**src/rtl/tt_um_onehot_decoder_if.sv**
```systemverilog
// Pin-frame bundle for the one-hot decoder: the Tiny Tapeout ui/uo/uio buses plus ena.
// The master side drives codes and control bits; the slave side (the decoder) drives the read-back and status pins.
interface tt_um_onehot_decoder_if;
   logic       ena;
   logic [7:0] ui_in;
   logic [7:0] uio_in;
   logic [7:0] uo_out;
   logic [7:0] uio_out;
   logic [7:0] uio_oe;

   modport master (
      output ena,
      output ui_in,
      output uio_in,
      input  uo_out,
      input  uio_out,
      input  uio_oe
   );

   modport slave (
      input  ena,
      input  ui_in,
      input  uio_in,
      output uo_out,
      output uio_out,
      output uio_oe
   );
endinterface

```
**src/rtl/tt_um_onehot_decoder.sv**
```systemverilog
// Rebuilds the 16-bit pattern from a priority-encoder code on a strobe edge, with replace/OR update and a sticky error flag.
// Optional macro ONEHOT_DEC_THERMO_EN turns the VALID pattern into a thermometer code (bits [index:0] set).
module tt_um_onehot_decoder (
   input  logic                          clk,
   input  logic                          rst_n,
   tt_um_onehot_decoder_if.slave         bus
);

   logic        strb;
   logic        acc;
   logic        clr;
   logic        sel0;
   logic        unused_ok;

   logic        strb_q;
   logic        accept;
   logic [15:0] mask;
   logic        err;
   logic [3:0]  cnt;
   logic [7:0]  last_code;
   logic        ack;

   logic        code_valid;
   logic        code_none;
   logic [15:0] pattern;
   logic        nz;
   logic [7:0]  rd_byte;

   assign strb = bus.uio_in[0];
   assign acc  = bus.uio_in[1];
   assign clr  = bus.uio_in[2];
   assign sel0 = bus.uio_in[3];

   assign unused_ok = &{1'b0, bus.ena, bus.uio_in[7:4]};

   assign accept     = strb & ~strb_q;
   assign code_valid = (bus.ui_in[7:4] == 4'h0);
   assign code_none  = (bus.ui_in == 8'hF0);

`ifdef ONEHOT_DEC_THERMO_EN
   always_comb begin
      pattern = 16'h0000;
      for (int k = 0; k < 16; k++) begin
         pattern[k] = (4'(k) <= bus.ui_in[3:0]);
      end
   end
`else
   always_comb begin
      pattern = 16'h0001 << bus.ui_in[3:0];
   end
`endif

   // clr wins over a coincident strobe edge; the edge is consumed (strb_q still follows strb).
   always_ff @(posedge clk) begin
      if (!rst_n) begin
         strb_q    <= 1'b1;
         mask      <= 16'h0000;
         err       <= 1'b0;
         cnt       <= 4'h0;
         last_code <= 8'h00;
         ack       <= 1'b0;
      end else begin
         strb_q <= strb;
         ack    <= 1'b0;
         if (clr) begin
            mask <= 16'h0000;
            err  <= 1'b0;
            cnt  <= 4'h0;
         end else if (accept) begin
            last_code <= bus.ui_in;
            ack       <= 1'b1;
            if (code_valid) begin
               mask <= acc ? (mask | pattern) : pattern;
               cnt  <= cnt + 4'h1;
            end else if (code_none) begin
               mask <= acc ? mask : 16'h0000;
               cnt  <= cnt + 4'h1;
            end else begin
               err <= 1'b1;
            end
         end
      end
   end

   assign nz = |mask;

   always_comb begin
      rd_byte = 8'h00;
      unique case ({acc, sel0})
         2'b00: rd_byte = mask[7:0];
         2'b01: rd_byte = mask[15:8];
         2'b10: rd_byte = {cnt, err, nz, 2'b00};
         2'b11: rd_byte = last_code;
         default: rd_byte = 8'h00;
      endcase
   end

   assign bus.uo_out  = rd_byte;
   assign bus.uio_out = {1'b0, ack, nz, err, 4'b0000};
   assign bus.uio_oe  = 8'hF0;

endmodule

```
**src/flat_wrapper.sv**
```systemverilog
// flat-port wrapper written by rule: the top's interface ports become plain ports
module tt_um_onehot_decoder_flat 
  (clk, rst_n, bus_ena, bus_ui_in, bus_uio_in, bus_uo_out, bus_uio_out, bus_uio_oe);
  tt_um_onehot_decoder_if bus_i ();
  input  logic clk;
  input  logic rst_n;
  input wire logic [$bits(bus_i.ena)-1:0] bus_ena;
  input wire logic [$bits(bus_i.ui_in)-1:0] bus_ui_in;
  input wire logic [$bits(bus_i.uio_in)-1:0] bus_uio_in;
  output wire logic [$bits(bus_i.uo_out)-1:0] bus_uo_out;
  output wire logic [$bits(bus_i.uio_out)-1:0] bus_uio_out;
  output wire logic [$bits(bus_i.uio_oe)-1:0] bus_uio_oe;
  assign bus_i.ena = bus_ena;
  assign bus_i.ui_in = bus_ui_in;
  assign bus_i.uio_in = bus_uio_in;
  assign bus_uo_out = bus_i.uo_out;
  assign bus_uio_out = bus_i.uio_out;
  assign bus_uio_oe = bus_i.uio_oe;
  tt_um_onehot_decoder u_core (.clk(clk), .rst_n(rst_n), .bus(bus_i));
endmodule
```
**config.mk**
```make
export PLATFORM = sky130hd
export DESIGN_NAME = tt_um_onehot_decoder_flat
export DESIGN_NICKNAME = d
export VERILOG_FILES = /design/src/rtl/tt_um_onehot_decoder_if.sv /design/src/rtl/tt_um_onehot_decoder.sv /design/src/flat_wrapper.sv
export SDC_FILE = /design/constraint.sdc
export NUM_CORES = 1
export LEC_CHECK = 0
export CAP_MARGIN = 10
export CELL_PAD_IN_SITES_DETAIL_PLACEMENT = 1
export CELL_PAD_IN_SITES_GLOBAL_PLACEMENT = 1
export CORE_ASPECT_RATIO = 1.1
export CORE_UTILIZATION = 32
export CTS_BUF_LIST = sky130_fd_sc_hd__clkbuf_16
export CTS_CLUSTER_DIAMETER = 30
export DETAILED_ROUTE_END_ITERATION = 6
export HOLD_SLACK_MARGIN = 0.02
export PLACE_DENSITY_LB_ADDON = 0.12
export SLEW_MARGIN = 20
export SYNTH_ARGS = -nofsm -noshare
export SYNTH_HDL_FRONTEND = slang
export SYNTH_SLANG_ARGS = --single-unit
```
**constraint.sdc**
```tcl
create_clock -name clk -period 2.4 [get_ports clk]
set_clock_uncertainty 0.1 [all_clocks]
set_input_delay 0.72 -clock clk [delete_from_list [all_inputs] [get_ports clk]]
set_output_delay 0.72 -clock clk [all_outputs]
set_load 0.01 [all_outputs]
```
==> results_dict.tcl <==
set metrics [dict create \
    status "finished, violations left" \
    violations "negative setup slack" \
    path_delay_family "multiplexers" \
    slew_viol_final 0 \
    pin_count 43 \
    wl_um 4610 \
    wl_per_cell_um 16.4 \
    met1_usage_pct 23.9 \
    peakVddDrop_v 0.000354 \
    crit_type "register to output pin" \
    switching_power_uw 286 \
    period_needed_ns 2.58 \
    hold_depth 2 \
    hold_buffers 0 \
    finalCritPeriodShare_pct 107 \
    r2r_slack_ns 0.99 \
    ant_nets 0 \
    hpwl_um 3550 \
    nets 245 \
    sw_frac_of_total_pct 23.0 \
    grt_pass1_vias 1449 \
    seqPwrFrac_pct 42.1 \
    start_util_pct 33.4 \
    core_mm2 0.00465 \
    powerDensity_mw_per_mm2 546 \
    grt_util_met2_pct 34.6 \
    via_count 1420 \
    finalHoldWorstSlack_ns 0.382 \
    syn_area_per_cell_um2 9.90 \
    grt.busiest_layer "met2" \
    clockBufferDepth 2 \
    yosys_warnings 0 \
    ys_seq_area_share_pct 39.9 \
    p_clk_share_pct 47.6 \
    synth_seq_cells 31 \
    setup_violations 1 \
    cts-root-buf "clkbuf_16" \
    combPwrFrac_pct 10.3 \
    grt_max_degree 17 \
    ys_types 35 \
    intPower_uw 956 \
    cts_tree "done" \
    start_kind "register" \
    syn_inst 157 \
    path_clk_slew_ns 0.05 \
    rows 26 \
    cellLeakagePower_nw 0.952 \
    endpoint_kind "output pin" \
    grt_util_all_layers_pct 20.3 \
    rsz0062_at_grt "yes" \
    slowest_delay_ns 0.49 \
    max_freq_ghz 0.388 \
    die_y_um 75.1 \
    drtPass1Iterations 6 \
    port_buffers 24 \
    diodes 0 \
    syn_to_final_growth_pct 46.3 \
    netlist_area_mm2 0.00155 \
    clock_sinks 31 \
    worstPathCellList "nor4_2 > buf_4 > nand4_1 > mux4_2 > buf_6" \
    cp_data_required_time_ns 1.58 \
    fp.dieW_um 68.4 \
    reg2reg_depth 5 \
    viasPerCell 5.04 \
    hold_path_class "register to register" \
    layout_setup_ws_ns -0.179 \
    maxCapViolCount 0 \
    drc 0 \
    grt_first_pass_wirelength_um 7270 \
    drt_iter0_drc 85 \
    die_area_mm2 0.00514 \
    htreeDepth 2 \
    gp_congestion 0.752 \
    cts_inserted_buffers 5 \
    critPathBufInv 2 \
    critical_path_arrival_ns 1.76 \
    clk_latency_ns 0.27 \
    finalHoldViolCount 0 \
    path_depth 5 \
    overflow 0 \
    antenna_found_initial 0 \
    cp_max_fo 2 \
    globalRouteMet3Util_pct 5.45 \
    cp_slowest_cell "mux4_2" \
    finish.utilization_pct 48.9 \
    drive_above_1_share_pct 35.0 \
]
state kept, by name, indices dropped and copies added, names as in the netlist:
register and cells:
u_core.mask 16, u_core.ack 1, u_core.last_code 8, u_core.strb_q 1, u_core.err 1, u_core.cnt 4
area by class of cell:
cell class | count | area, µm²
Inverter | 2 | 7.51
Sequential cell | 31 | 623
Multi-Input combinational cell | 113 | 836
Fill cell | 520 | 2380
Timing Repair Buffer | 72 | 601
Clock inverter | 3 | 11.3
Tap cell | 56 | 70.1
Clock buffer | 5 | 125
metal layers:
metal / vias up / part of all wire (%)
met3: 4 / 3.4
met4: 0 / 1.0
met5: - / 0
met2: 32 / 52
li1: 693 / -
met1: 691 / 44
cells by family (layout without fill, tap and decap cells):
family                     Yosys count  count (layout)  share of synthesized area, %
other                                2              13                         0.483
adders and majority gates            1               1                         0.805
buffers and inverters               24              82                          10.1
and+or+nand+nor                     47              47                          17.9
AOI/OAI and AO/OA                   43              43                          20.1
DFF                                 31              31                          39.9
muxes                                9               9                          10.6
timing repair:
item | CTS | global route
gates resized for setup | 55 | 6
setup buffers | 7 | 1
setup endpoints to repair | 9 | 6
pin swaps | 1 | 1
final timing paths:
check / start / to
setup reg to reg: u_core.strb_q / u_core.mask[5]
hold / removal: u_core.last_code[3] / u_core.last_code[3]
hold reg to reg: u_core.last_code[3] / u_core.last_code[3]
setup / recovery: u_core.mask[13] / bus_uo_out[2]
stage by stage:
| stage | power (mW) | cells | area [µm²] | setup slack (ns) | setup TNS [ns] |
|---|---|---|---|---|---|
| floorplan | 0.602 | 168 | 1600 | 0.0730 | 0 |
| global placement | 0.650 | 269 | 2080 | -0.765 | -8.44 |
| detailed placement | 0.653 | 269 | 2080 | -0.781 | -8.92 |
| CTS | 1.26 | 284 | 2280 | -0.192 | -0.220 |
| global route | 1.29 | 282 | 2270 | -0.234 | -0.240 |
| finish | 1.24 | 282 | 2270 | -0.179 | -0.179 |
synthesized netlist by cell type:
library cell / n / area, µm²
and4b_1: 1 / 10.0
conb_1: 2 / 7.51
o31a_4: 1 / 17.5
nor4b_2: 1 / 15.0
inv_1: 2 / 7.51
o31ai_1: 1 / 7.51
mux4_2: 6 / 135
nor2_1: 3 / 11.3
and3_1: 1 / 6.26
clkbuf_1: 5 / 18.8
buf_6: 1 / 11.3
nor2b_1: 4 / 25.0
o21ai_0: 2 / 10.0
a21oi_1: 4 / 20.0
or4_1: 1 / 7.51
a21boi_1: 8 / 60.1
dfxtp_1: 31 / 621
nor4_4: 1 / 21.3
a22o_1: 12 / 105
nand3_1: 4 / 20.0
nand2_1: 13 / 48.8
ha_1: 1 / 12.5
buf_4: 16 / 120
nand2b_1: 3 / 18.8
nor3_1: 3 / 15.0
and2_1: 1 / 6.26
or3_1: 2 / 12.5
a21oi_2: 1 / 8.76
a21o_1: 1 / 7.51
o2bb2ai_1: 3 / 26.3
nor3b_1: 3 / 22.5
mux2i_1: 3 / 30.0
o21ai_1: 10 / 50.1
nand4_1: 2 / 12.5
nor4_1: 4 / 25.0
layout by cell type, fill, tap and decap left out, types with 3 or more instances in the layout:
master | Yosys | layout
clkbuf_16 | 0 | 5
mux4_2 | 6 | 6
nor2_1 | 3 | 3
conb_1 | 2 | 13
nand2b_1 | 3 | 3
nor4_2 | 0 | 3
inv_1 | 2 | 3
clkdlybuf4s50_1 | 0 | 13
mux2i_1 | 3 | 3
a21oi_1 | 4 | 4
o2bb2ai_1 | 3 | 3
o21ai_1 | 10 | 10
dfxtp_1 | 31 | 29
nor3_1 | 3 | 3
buf_6 | 1 | 10
nand2_1 | 13 | 13
buf_4 | 16 | 45
buf_2 | 0 | 3
nand3_1 | 4 | 4
a22o_1 | 12 | 12
nor3b_1 | 3 | 3
nor2b_1 | 4 | 4
a21boi_1 | 8 | 8
worst reg2reg max path: stages, from the launching register on:
cell and delay, ns:
dfxtp_1 0.30, nor2b_1 0.24, nand2_1 0.14, nor3b_1 0.23
buf_4 0.19, a22o_1 0.14
power groups by stage:
stage / combinational [mW] / clock [mW] / sequential, mW
finish: 0.127 / 0.592 / 0.523
detailed placement: 0.119 / 0 / 0.534
global placement: 0.117 / 0 / 0.533
global route: 0.140 / 0.628 / 0.523
floorplan: 0.0701 / 0 / 0.532
CTS: 0.132 / 0.603 / 0.523
Note: power is estimated with default switching activity, not from simulation.
